### config.mk
export PLATFORM = sky130hd
export DESIGN_NAME = jpeg_output_stream
export DESIGN_NICKNAME = d
export VERILOG_FILES = /design/src/rtl/jpeg_output_stream_pkg.sv /design/src/rtl/jpeg_output_byte_packer.sv /design/src/rtl/jpeg_output_stream.sv
export SDC_FILE = /design/constraint.sdc
export NUM_CORES = 1
export LEC_CHECK = 0
export ABC_CLOCK_PERIOD_IN_PS = 2400
export BUFFER_PORTS_ARGS = -buffer_cell sky130_fd_sc_hd__buf_2
export CAP_MARGIN = 10
export CORE_MARGIN = 10
export CORE_UTILIZATION = 35
export CTS_BUF_LIST = sky130_fd_sc_hd__clkbuf_4
export CTS_CLUSTER_DIAMETER = 150
export DETAILED_ROUTE_END_ITERATION = 8
export PLACE_DENSITY = 0.61
export SKIP_LAST_GASP = 1
export SLEW_MARGIN = 15
export SYNTH_ARGS = -nofsm -noshare
export SYNTH_HDL_FRONTEND = slang
export SYNTH_SLANG_ARGS = --single-unit
### constraint.sdc
create_clock -name clk_i -period 2.4 [get_ports clk_i]
set_input_delay 0 -clock clk_i [delete_from_list [all_inputs] [get_ports clk_i]]
set_output_delay 0 -clock clk_i [all_outputs]
set_load 0.02 [all_outputs]
### src/rtl/jpeg_output_stream_pkg.sv
// Shared state encoding, strobe constants and residual helpers for the
// JPEG RGB pixel to 32-bit byte-stream packer.
package jpeg_output_stream_pkg;

    localparam logic [1:0] IDLE  = 2'd0;
    localparam logic [1:0] RUN   = 2'd1;
    localparam logic [1:0] FLUSH = 2'd2;
    localparam logic [1:0] DRAIN = 2'd3;

    typedef enum logic [1:0] {
        ST_IDLE  = IDLE,
        ST_RUN   = RUN,
        ST_FLUSH = FLUSH,
        ST_DRAIN = DRAIN
    } state_e;

    localparam logic [3:0] STRB_FULL = 4'hF;
    localparam logic [3:0] STRB_3    = 4'h7;
    localparam logic [3:0] STRB_2    = 4'h3;
    localparam logic [3:0] STRB_1    = 4'h1;

    // Number of bytes (0..3) waiting in the residual register.
    typedef logic [1:0] resid_cnt_t;

    function automatic logic [3:0] residual_strb(input resid_cnt_t r);
        case (r)
            2'd3:    return STRB_3;
            2'd2:    return STRB_2;
            2'd1:    return STRB_1;
            default: return 4'h0;
        endcase
    endfunction

endpackage

### src/rtl/jpeg_output_byte_packer.sv
// Combinational byte packer: merges r residual bytes with one 3-byte pixel,
// oldest byte in lane 0, and returns the word plus the new residual.
module jpeg_output_byte_packer
    import jpeg_output_stream_pkg::*;
(
    input  resid_cnt_t  r,
    input  logic [23:0] residual,
    input  logic [23:0] pixel,
    output logic [31:0] word,
    output logic        emit,
    output resid_cnt_t  next_r,
    output logic [23:0] next_residual,
    output logic [3:0]  tail_strb
);

    always_comb begin
        // NOTE: every output gets a default first so no path through the case can infer a latch.
        word          = {8'h00, pixel};
        emit          = 1'b0;
        next_r        = 2'd3;
        next_residual = pixel;
        case (r)
            2'd3: begin
                word          = {pixel[7:0], residual};
                emit          = 1'b1;
                next_r        = 2'd2;
                next_residual = {8'h00, pixel[23:8]};
            end
            2'd2: begin
                word          = {pixel[15:0], residual[15:0]};
                emit          = 1'b1;
                next_r        = 2'd1;
                next_residual = {16'h0000, pixel[23:16]};
            end
            2'd1: begin
                word          = {pixel, residual[7:0]};
                emit          = 1'b1;
                next_r        = 2'd0;
                next_residual = 24'h000000;
            end
            default: ;
        endcase
        // Strobe of the bytes left over after this pixel, i.e. a partial tail beat.
        tail_strb = residual_strb(next_r);
    end

endmodule

### src/rtl/jpeg_output_stream.sv
// Drains 24-bit pixels from the decoder FIFO and packs them into a 32-bit
// ready/valid stream with per-frame pixel counting, tlast/tstrb and abort.
module jpeg_output_stream
    import jpeg_output_stream_pkg::*;
#(
    parameter int COUNT_W = 32
) (
    input  logic               clk_i,
    input  logic               rst_ni,
    input  logic               start_i,
    input  logic [COUNT_W-1:0] pixels_i,
    input  logic               abort_i,
    input  logic [23:0]        fifo_data_i,
    input  logic               fifo_valid_i,
    output logic               fifo_pop_o,
    output logic               fifo_flush_o,
    output logic [31:0]        outport_tdata_o,
    output logic [3:0]         outport_tstrb_o,
    output logic               outport_tlast_o,
    output logic               outport_tvalid_o,
    input  logic               outport_tready_i,
    output logic               busy_o,
    output logic               done_o
);

    state_e             state_q, state_d;
    resid_cnt_t         r_q, r_d;
    logic [23:0]        residual_q, residual_d;
    logic [COUNT_W-1:0] remaining_q, remaining_d;
    logic [31:0]        tdata_q, tdata_d;
    logic [3:0]         tstrb_q, tstrb_d;
    logic               tlast_q, tlast_d;
    logic               tvalid_q, tvalid_d;
    logic               done_q, done_d;
    logic               flush_q, flush_d;

    logic               free, pop, last_pixel;
    logic [31:0]        pk_word;
    logic               pk_emit;
    resid_cnt_t         pk_next_r;
    logic [23:0]        pk_next_residual;
    logic [3:0]         pk_tail_strb;

    jpeg_output_byte_packer u_packer (
        .r             (r_q),
        .residual      (residual_q),
        .pixel         (fifo_data_i),
        .word          (pk_word),
        .emit          (pk_emit),
        .next_r        (pk_next_r),
        .next_residual (pk_next_residual),
        .tail_strb     (pk_tail_strb)
    );

    // The output register can take a new beat when empty or being drained now.
    assign free       = ~tvalid_q | outport_tready_i;
    assign last_pixel = (remaining_q == COUNT_W'(1));
    assign pop        = (state_q == ST_RUN) & fifo_valid_i & free
                      & (remaining_q != '0) & ~abort_i;

    always_comb begin
        state_d     = state_q;
        r_d         = r_q;
        residual_d  = residual_q;
        remaining_d = remaining_q;
        tdata_d     = tdata_q;
        tstrb_d     = tstrb_q;
        tlast_d     = tlast_q;
        tvalid_d    = tvalid_q;
        done_d      = 1'b0;
        flush_d     = 1'b0;

        if (tvalid_q && outport_tready_i) tvalid_d = 1'b0;

        case (state_q)
            ST_IDLE: begin
                if (start_i) begin
                    if (pixels_i != '0) begin
                        remaining_d = pixels_i;
                        r_d         = 2'd0;
                        state_d     = ST_RUN;
                    end else begin
                        done_d = 1'b1;
                    end
                end
            end
            ST_RUN: begin
                if (pop) begin
                    remaining_d = remaining_q - COUNT_W'(1);
                    r_d         = pk_next_r;
                    residual_d  = pk_next_residual;
                    if (last_pixel) begin
                        // r=0 and r=1 finish in this beat; r=3/2 leave bytes for FLUSH.
                        tvalid_d = 1'b1;
                        tdata_d  = pk_word;
                        if (r_q == 2'd1 || r_q == 2'd0) begin
                            tstrb_d = (r_q == 2'd1) ? STRB_FULL : pk_tail_strb;
                            tlast_d = 1'b1;
                            state_d = ST_DRAIN;
                        end else begin
                            tstrb_d = STRB_FULL;
                            tlast_d = 1'b0;
                            state_d = ST_FLUSH;
                        end
                    end else if (pk_emit) begin
                        tvalid_d = 1'b1;
                        tdata_d  = pk_word;
                        tstrb_d  = STRB_FULL;
                        tlast_d  = 1'b0;
                    end
                end
            end
            ST_FLUSH: begin
                if (free) begin
                    tvalid_d = 1'b1;
                    tdata_d  = {8'h00, residual_q};
                    tstrb_d  = residual_strb(r_q);
                    tlast_d  = 1'b1;
                    state_d  = ST_DRAIN;
                end
            end
            ST_DRAIN: begin
                if (tvalid_q && outport_tready_i && tlast_q) begin
                    done_d     = 1'b1;
                    r_d        = 2'd0;
                    residual_d = 24'h000000;
                    state_d    = ST_IDLE;
                end
            end
            default: state_d = ST_IDLE;
        endcase

        if (abort_i) begin
            state_d     = ST_IDLE;
            tvalid_d    = 1'b0;
            r_d         = 2'd0;
            residual_d  = 24'h000000;
            remaining_d = '0;
            done_d      = 1'b0;
            flush_d     = 1'b1;
        end
    end

    always_ff @(posedge clk_i) begin
        // NOTE: state registers use non-blocking assignments so all of them update together at the edge.
        if (!rst_ni) begin
            state_q     <= ST_IDLE;
            r_q         <= 2'd0;
            residual_q  <= 24'h000000;
            remaining_q <= '0;
            tdata_q     <= 32'h0;
            tstrb_q     <= 4'h0;
            tlast_q     <= 1'b0;
            tvalid_q    <= 1'b0;
            done_q      <= 1'b0;
            flush_q     <= 1'b0;
        end else begin
            state_q     <= state_d;
            r_q         <= r_d;
            residual_q  <= residual_d;
            remaining_q <= remaining_d;
            tdata_q     <= tdata_d;
            tstrb_q     <= tstrb_d;
            tlast_q     <= tlast_d;
            tvalid_q    <= tvalid_d;
            done_q      <= done_d;
            flush_q     <= flush_d;
        end
    end

    assign fifo_pop_o       = pop;
    assign fifo_flush_o     = flush_q;
    assign outport_tdata_o  = tdata_q;
    assign outport_tstrb_o  = tstrb_q;
    assign outport_tlast_o  = tlast_q;
    assign outport_tvalid_o = tvalid_q;
    assign busy_o           = (state_q != ST_IDLE);
    assign done_o           = done_q;

endmodule

Yosys cells after proc, flatten, opt, wreduce, memory -nomap -nowiden
Index checks and enable logic that the tools add are counted.
W data, S select, Z words.
{ "word_totals": {"mem_bits_rw": 0, "word_cells": 109, "regBits": 100, "out_inout_bits": 42, "memories": 0, "latchBits": 0, "inputBits": 62, "romBits": 0} }
{ "classes": {"div": 0, "add_sub_neg": 1, "bitwise": 8, "mul": 0, "reduce_logical": 19, "n_shift": 0, "n_eq_ne": 17, "muxes": 54, "n_lt_le_gt_ge": 0} }
{ "op_table": {"columns": ["cell", "n"], "rows": [
  ["$mux W32", 7],
  ["$pmux W32 S2", 2],
  ["$pmux W32 S3", 1],
  ["$pmux W24 S3", 1],
  ["$reduce_bool A32 Y1", 2],
  ["$mux W24", 2],
  ["$pmux W24 S2", 1],
  ["$eq A32 B1 Y1 const B", 1],
  ["$sub A32 B1 Y32 const B", 1],
  ["$mux W4", 6],
  ["$mux W2", 9],
  ["$pmux W3 S3", 2],
  ["$mux W1", 16],
  ["$eq A2 B2 Y1 const B", 6],
  ["$ne A2 B2 Y1 const B", 6],
  ["$pmux W2 S3", 2],
  ["$pmux W2 S4", 1],
  ["$pmux W4 S2", 1],
  ["$reduce_and A4 Y1", 2],
  ["$reduce_bool A2 Y1", 4],
  ["$eq A2 B1 Y1 const B", 3],
  ["$pmux W1 S2", 3],
  ["$reduce_and A6 Y1", 1],
  ["$reduce_and A5 Y1", 1],
  ["11 further kinds", 18]
]} }

Longest topological paths before layout
{ "depth": {"depth_word": 9, "ltp_mapped": 11, "mapped_depth_nobuf": 8} }

Cells and area by module
A second synthesis with hierarchy kept.
{ "hier_totals": {"hier_cells": 749, "area_unflattened_um2": 6326.1} }
{ "modules_own_cells": {"columns": ["mod", "n_inst", "area_each_um2", "cells_per_inst"], "rows": [
  ["jpeg_output_stream", 1, 5218.8, 592],
  ["jpeg_output_byte_packer", 1, 1107.3, 157]
]} }

Worst setup path before layout
No wires, ideal clock.
{ "synth_timing": {"kind": "reg2reg", "startpoint": "reg remaining_q[1]", "endpoint": "reg tstrb_q[0], in the netlist outport_tstrb_o[0]", "path_stages_with_launch": 10, "n_path_buf": 2, "setup_slack_ns": 0.147, "arrival_time_ns": 2.117, "t_required_ns": 2.264, "path_cell_list": "dfxtp_1 inv_1 ha_1 or3b_1 a2111oi_0 o21ai_0 nor3_2 buf_2 buf_2 a31oi_1"} }
{ "synth_between": {"elab_chain_cells": 5, "elab_cells_between_ends": 10, "classes_between": "3 x eq/ne; 3 x mux; 2 x bitwise; 2 x reduce/logical"} }
{ "synth_rtl": {"columns": ["element", "line", "rtl"], "rows": [
  ["start: declaration", "jpeg_output_stream.sv:29", "logic [COUNT_W-1:0] remaining_q, remaining_d;"],
  ["start signal: assignment", "jpeg_output_stream.sv:161", "remaining_q <= remaining_d;"],
  ["$reduce_bool A32 Y1", "jpeg_output_stream.sv:59", "& (remaining_q != '0) & ~abort_i;"],
  ["$and A1 B1 Y1 (2 in series)", "jpeg_output_stream.sv:59", null],
  ["$ne A2 B2 Y1 (no source line)", null, null],
  ["$reduce_and A4 Y1 (no source line)", null, null],
  ["end signal: assignment", "jpeg_output_stream.sv:163", "tstrb_q <= tstrb_d;"],
  ["end: declaration", "jpeg_output_stream.sv:31", "logic [3:0] tstrb_q, tstrb_d;"]
]} }
Parallel ways exist; a longest one is shown, timed or not. The select of a mux whose other input is x is not followed.
A chain may end at the register's enable or synchronous reset.

Final worst setup path
{ "layout_timing": {"startpoint": "reg remaining_q[14]", "endpoint": "reg remaining_q[5]"} }
{ "layout_between": {"elab_chain_cells": 5} }
{ "layout_rtl": {"columns": ["element", "line"], "rows": [
  ["$reduce_bool A32 Y1", "jpeg_output_stream.sv:59"],
  ["$and A1 B1 Y1 (2 in series)", "jpeg_output_stream.sv:59"],
  ["$ne A2 B2 Y1 (no source line)", null],
  ["$reduce_and A4 Y1 (no source line)", null]
]} }
Every way passes these cells.

==> impl_summary.log <==
[metrics] post-route met1 wirelength: just over 9 mm
[metrics] RSZ-0062 raised after global routing: yes
[metrics] global-route total usage across every layer: between 10% and 20%
[metrics] Post-synth EDFFs: 0
[metrics] Critical Path End Type: flip-flop
[metrics] top cell type by total area after synthesis: dfxtp_1
[metrics] post-synthesis compound-gate area fraction: 31.1%
[metrics] post-detailed-route DRC marker count: 0
[metrics] placement-stage cell area: 6920 µm²
[metrics] adder-cell area share of the yosys netlist: under 10%
[metrics] area used by multi-input combinational logic: 3670 µm²
[metrics] HPWL Detailed: approximately 14 mm
[metrics] worst slack at placement: -0.0615 ns
[metrics] post-placement cell count: between 1k and 1.5k
[metrics] Max Clock Freq: roughly 430 MHz
[metrics] count of cells along the worst register-to-register path: 10
[metrics] Post-Layout Cell Count: between 1k and 1.5k
[metrics] CTS H-tree lvls: 3
[metrics] most frequent cells in the layout: nand2_1, buf_2, dfxtp_1, a21oi_1, dlygate4sd3_1
[metrics] cell leakage power: 3.30 nW
[metrics] latest clock arrival within the worst-skew pair: 0.51 ns
[metrics] CTS root buf: clkbuf_4
[metrics] Synth cell types: 59
[metrics] Iteration-0 DRC Markers: about 490
[metrics] max-slew violations: 0
[metrics] drt pass-1 iters: 6
[metrics] overall die height: ~150 µm
[metrics] Net count, final: just over 1k
[metrics] maximum buffer depth of the clock tree: 2
[metrics] number of antenna violations at the first check in global routing: 0
[metrics] effective utilization at floorplan: around 36%
[metrics] fill cell total of the finished layout: 1688
[metrics] Sum Neg Setup Slack: 0 ns
[metrics] clock transition at the register clock pins on the worst setup and hold paths after CTS: between 0.15 and 0.2 ns
[metrics] uppermost metal layer occupied by signal nets: met4
[metrics] outcome: finished clean
[metrics] Crit. Startpoint: remaining_q[14]
[metrics] horizontal die dimension: between 100 and 150 µm
[metrics] endpoint of the most critical setup path: remaining_q[5]
[metrics] count of pins on the block boundary: roughly 100
[metrics] Post-Layout Inst Area: just under 8000 µm²
[metrics] largest net degree at the start of global routing: 49
[metrics] number of hold-slack violations in the final timing report: 0
[metrics] dominant combinational cell family by area after synthesis: compound AO/OA/AOI/OAI gates
[metrics] synthesis warning total: 0
[metrics] final clock skew: around 0.029 ns
[metrics] startpoint type of the worst setup path: flip-flop
[metrics] core area: about 17000 µm²
[metrics] routed length per instance: around 18 µm
[metrics] required time at the worst-slack endpoint: around 2.8 ns
[metrics] arrival time worst endpoint: around 2.7 ns
[metrics] sequential element share of the synthesized area: 33.9%
[metrics] row count: 47
[metrics] final cycle utilization of the critical path: roughly 98%
[metrics] total area of sequential cells: approximately 2000 µm²
[metrics] fraction of post-synthesis cell area in the top cell type by area: between 30% and 40%
[metrics] slack of the worst reg-to-reg path: roughly 0.059 ns
[metrics] slew margin rel.: a little over a third
[metrics] most common library cell in the layout ignoring fill and taps: nand2_1
[metrics] top_reg_cell synth: dfxtp_1
[metrics] number of failing setup endpoints in the final timing report: 0
[metrics] number of nets with antenna violations after routing: 0
[metrics] grt total ovfl: 0
[metrics] post-detailed-routing wire length: between 20 and 25 mm
[metrics] final RePlAce weighted congestion: 0.908
[metrics] setup ws final: between 0.05 and 0.06 ns
[metrics] largest cells by area after synthesis: dfxtp_1, nand2_1, a21oi_1, a22oi_1, o211a_1
[metrics] ratio of total power to cell area: 488 nW/µm²
[metrics] detailed-route via count: ~6.5k
[metrics] flops & latches, synth: 100
[metrics] endpoint of the most critical register-to-register path: remaining_q[5]
[metrics] Synth Cell Area: between 5000 and 6000 µm²
[metrics] simple-gate share of the synthesized area: about a quarter
[metrics] Antenna Cells: 0
[metrics] number of buffer cells added on primary ports: between 100 and 150
[metrics] Post-Syn Area per Cell: approximately 7.7 µm²
[metrics] fraction of layout cells with a size suffix above 1: 24.3%
[metrics] total die area: between 20000 and 25000 µm²
[metrics] clock tree from TritonCTS: yes
[metrics] number of maximum-capacitance constraint violations: 0
[metrics] hold_ws: roughly 0.23 ns
[metrics] async set-reset flop share out of synthesis: 0%
[metrics] drt via density: between 5 and 6
[metrics] maximum fanout count along the critical path: 24
[metrics] cell count after synthesis: approximately 760
[metrics] fin crit period: ~2.3 ns
[metrics] Worst Max-Slew Pin Slew: 0.942 ns
[metrics] fraction of synthesized cell area in xor and xnor cells: less than 1%
[metrics] path type of the worst min-delay path: input port to flip-flop
[metrics] met3 wire len: about 1.5 mm
[metrics] total nets after synthesis: between 800 and 900
[metrics] clock net sink count: 100
[metrics] detailed route wirelength on metal2: about 9.8 mm
[metrics] Reg2Reg Launch Point: remaining_q[14]
[metrics] VDD IR-drop max: 0.312 mV
[metrics] Crit Path Class: flip-flop to flip-flop
[metrics] number of buffers added by the clock tree synthesis step: 9
[metrics] area delta synth->final: 33.1%
[metrics] global-route wire length before repair: ~33 mm
[metrics] multiplexer share of the synthesized area: between 1 and 1.5%
[metrics] number of global-route vias before repair: about 6.3k
==> final cells by class <==
cell class,count,share of cell area [%]
clock buffer,9,0.859
clock inverter,7,0.748
inverter,10,0.525
multi-input combinational,587,46.6
sequential,100,25.5
tap,220,3.50
timing repair buffer,231,22.2
==> power by group <==
| part | switching [W] | internal, W | total [W] |
|---|---|---|---|
| sequential | 0.0000408 | 0.00171 | 0.00175 |
| clock | 0.000652 | 0.000229 | 0.000881 |
| combinational | 0.000659 | 0.000545 | 0.00120 |
==> cell usage after synthesis (3+ instances only) <==
cell type,n
a211oi_1,3
a21boi_0,7
a21oi_1,79
a222oi_1,8
a22oi_1,42
a31o_2,5
a31oi_1,3
and3_1,7
buf_1,8
buf_2,8
buf_4,4
clkbuf_1,47
dfxtp_1,100
ha_1,12
inv_1,9
mux2i_1,7
nand2_1,128
nand2b_1,9
nand3_1,13
nand4_1,4
nor2_1,57
nor2b_1,8
nor3_1,22
nor4_1,15
nor4_4,3
o211a_1,25
o211ai_1,18
o21ai_0,17
o21ai_1,11
o32ai_1,21
or2_2,9
or3_1,21
==> critical path: stages (launching register included) <==
cell and delay, ns:
dfxtp_1 0.37, nor4_4 0.40, nand4b_4 0.16, buf_4 0.18, nor4_1 0.27, buf_4 0.18
or3_4 0.16, buf_12 0.18, buf_4 0.17, a21oi_1 0.04, o32ai_1 0.14
==> kinds of logic after synthesis <==
logic type / count (synthesis)
fa+ha+maj: 12
xor+xnor: 1
mux: 8
simple gates: 307
flops: 100
compound gates: 259
buf+inv: 77
==> layer usage <==
layer	track usage, %	up-vias
li1	-	3176
met1	22.4	3089
met2	30.2	224
met3	4.41	19
met4	3.79	0
met5	0	-
==> state kept, by name, indices dropped and copies added, names as in the netlist <==
name	cells
outport_tdata_o	32
remaining_q	32
residual_q	24
outport_tstrb_o	4
r_q	2
state_q	2
done_o	1
fifo_flush_o	1
outport_tlast_o	1
outport_tvalid_o	1
==> what timing repair did <==
| action | CTS | global route |
|---|---|---|
| buffers inserted | 1 | 3 |
| hold buffers | 64 | 0 |
| setup endpoints to repair | 33 | 69 |
| cloned | 1 | 2 |
| resized for setup | 3 | 18 |
| pin swaps | 2 | 3 |
| hold endpoints to repair | 79 | 0 |
==> worst min-delay path by stage <==
| stage | endpoint | slack [ns] | cells past startpoint | startpoint |
|---|---|---|---|---|
| 2_1_floorplan | fifo_flush_o | 0.12 | 1 | abort_i |
| 3_3_place_gp | fifo_flush_o | 0.27 | 2 | abort_i |
| 3_5_place_dp | fifo_flush_o | 0.28 | 2 | abort_i |
| 4_1_cts | outport_tstrb_o[3] | 0.17 | 6 | fifo_valid_i |
| 5_1_grt | outport_tstrb_o[3] | 0.25 | 6 | fifo_valid_i |
| 6_report | outport_tstrb_o[3] | 0.23 | 6 | fifo_valid_i |
==> through the flow <==
| stage | total power [W] | utilization (%) |
|---|---|---|
| finish | 0.00383 | 47.4 |
| detailed placement | 0.00282 | 41.7 |
| global placement | 0.00282 | 41.7 |
| CTS | 0.00379 | 46.6 |
| floorplan | 0.00240 | - |
| global route | 0.00405 | 47.4 |
(Power assumes the default switching activity.)
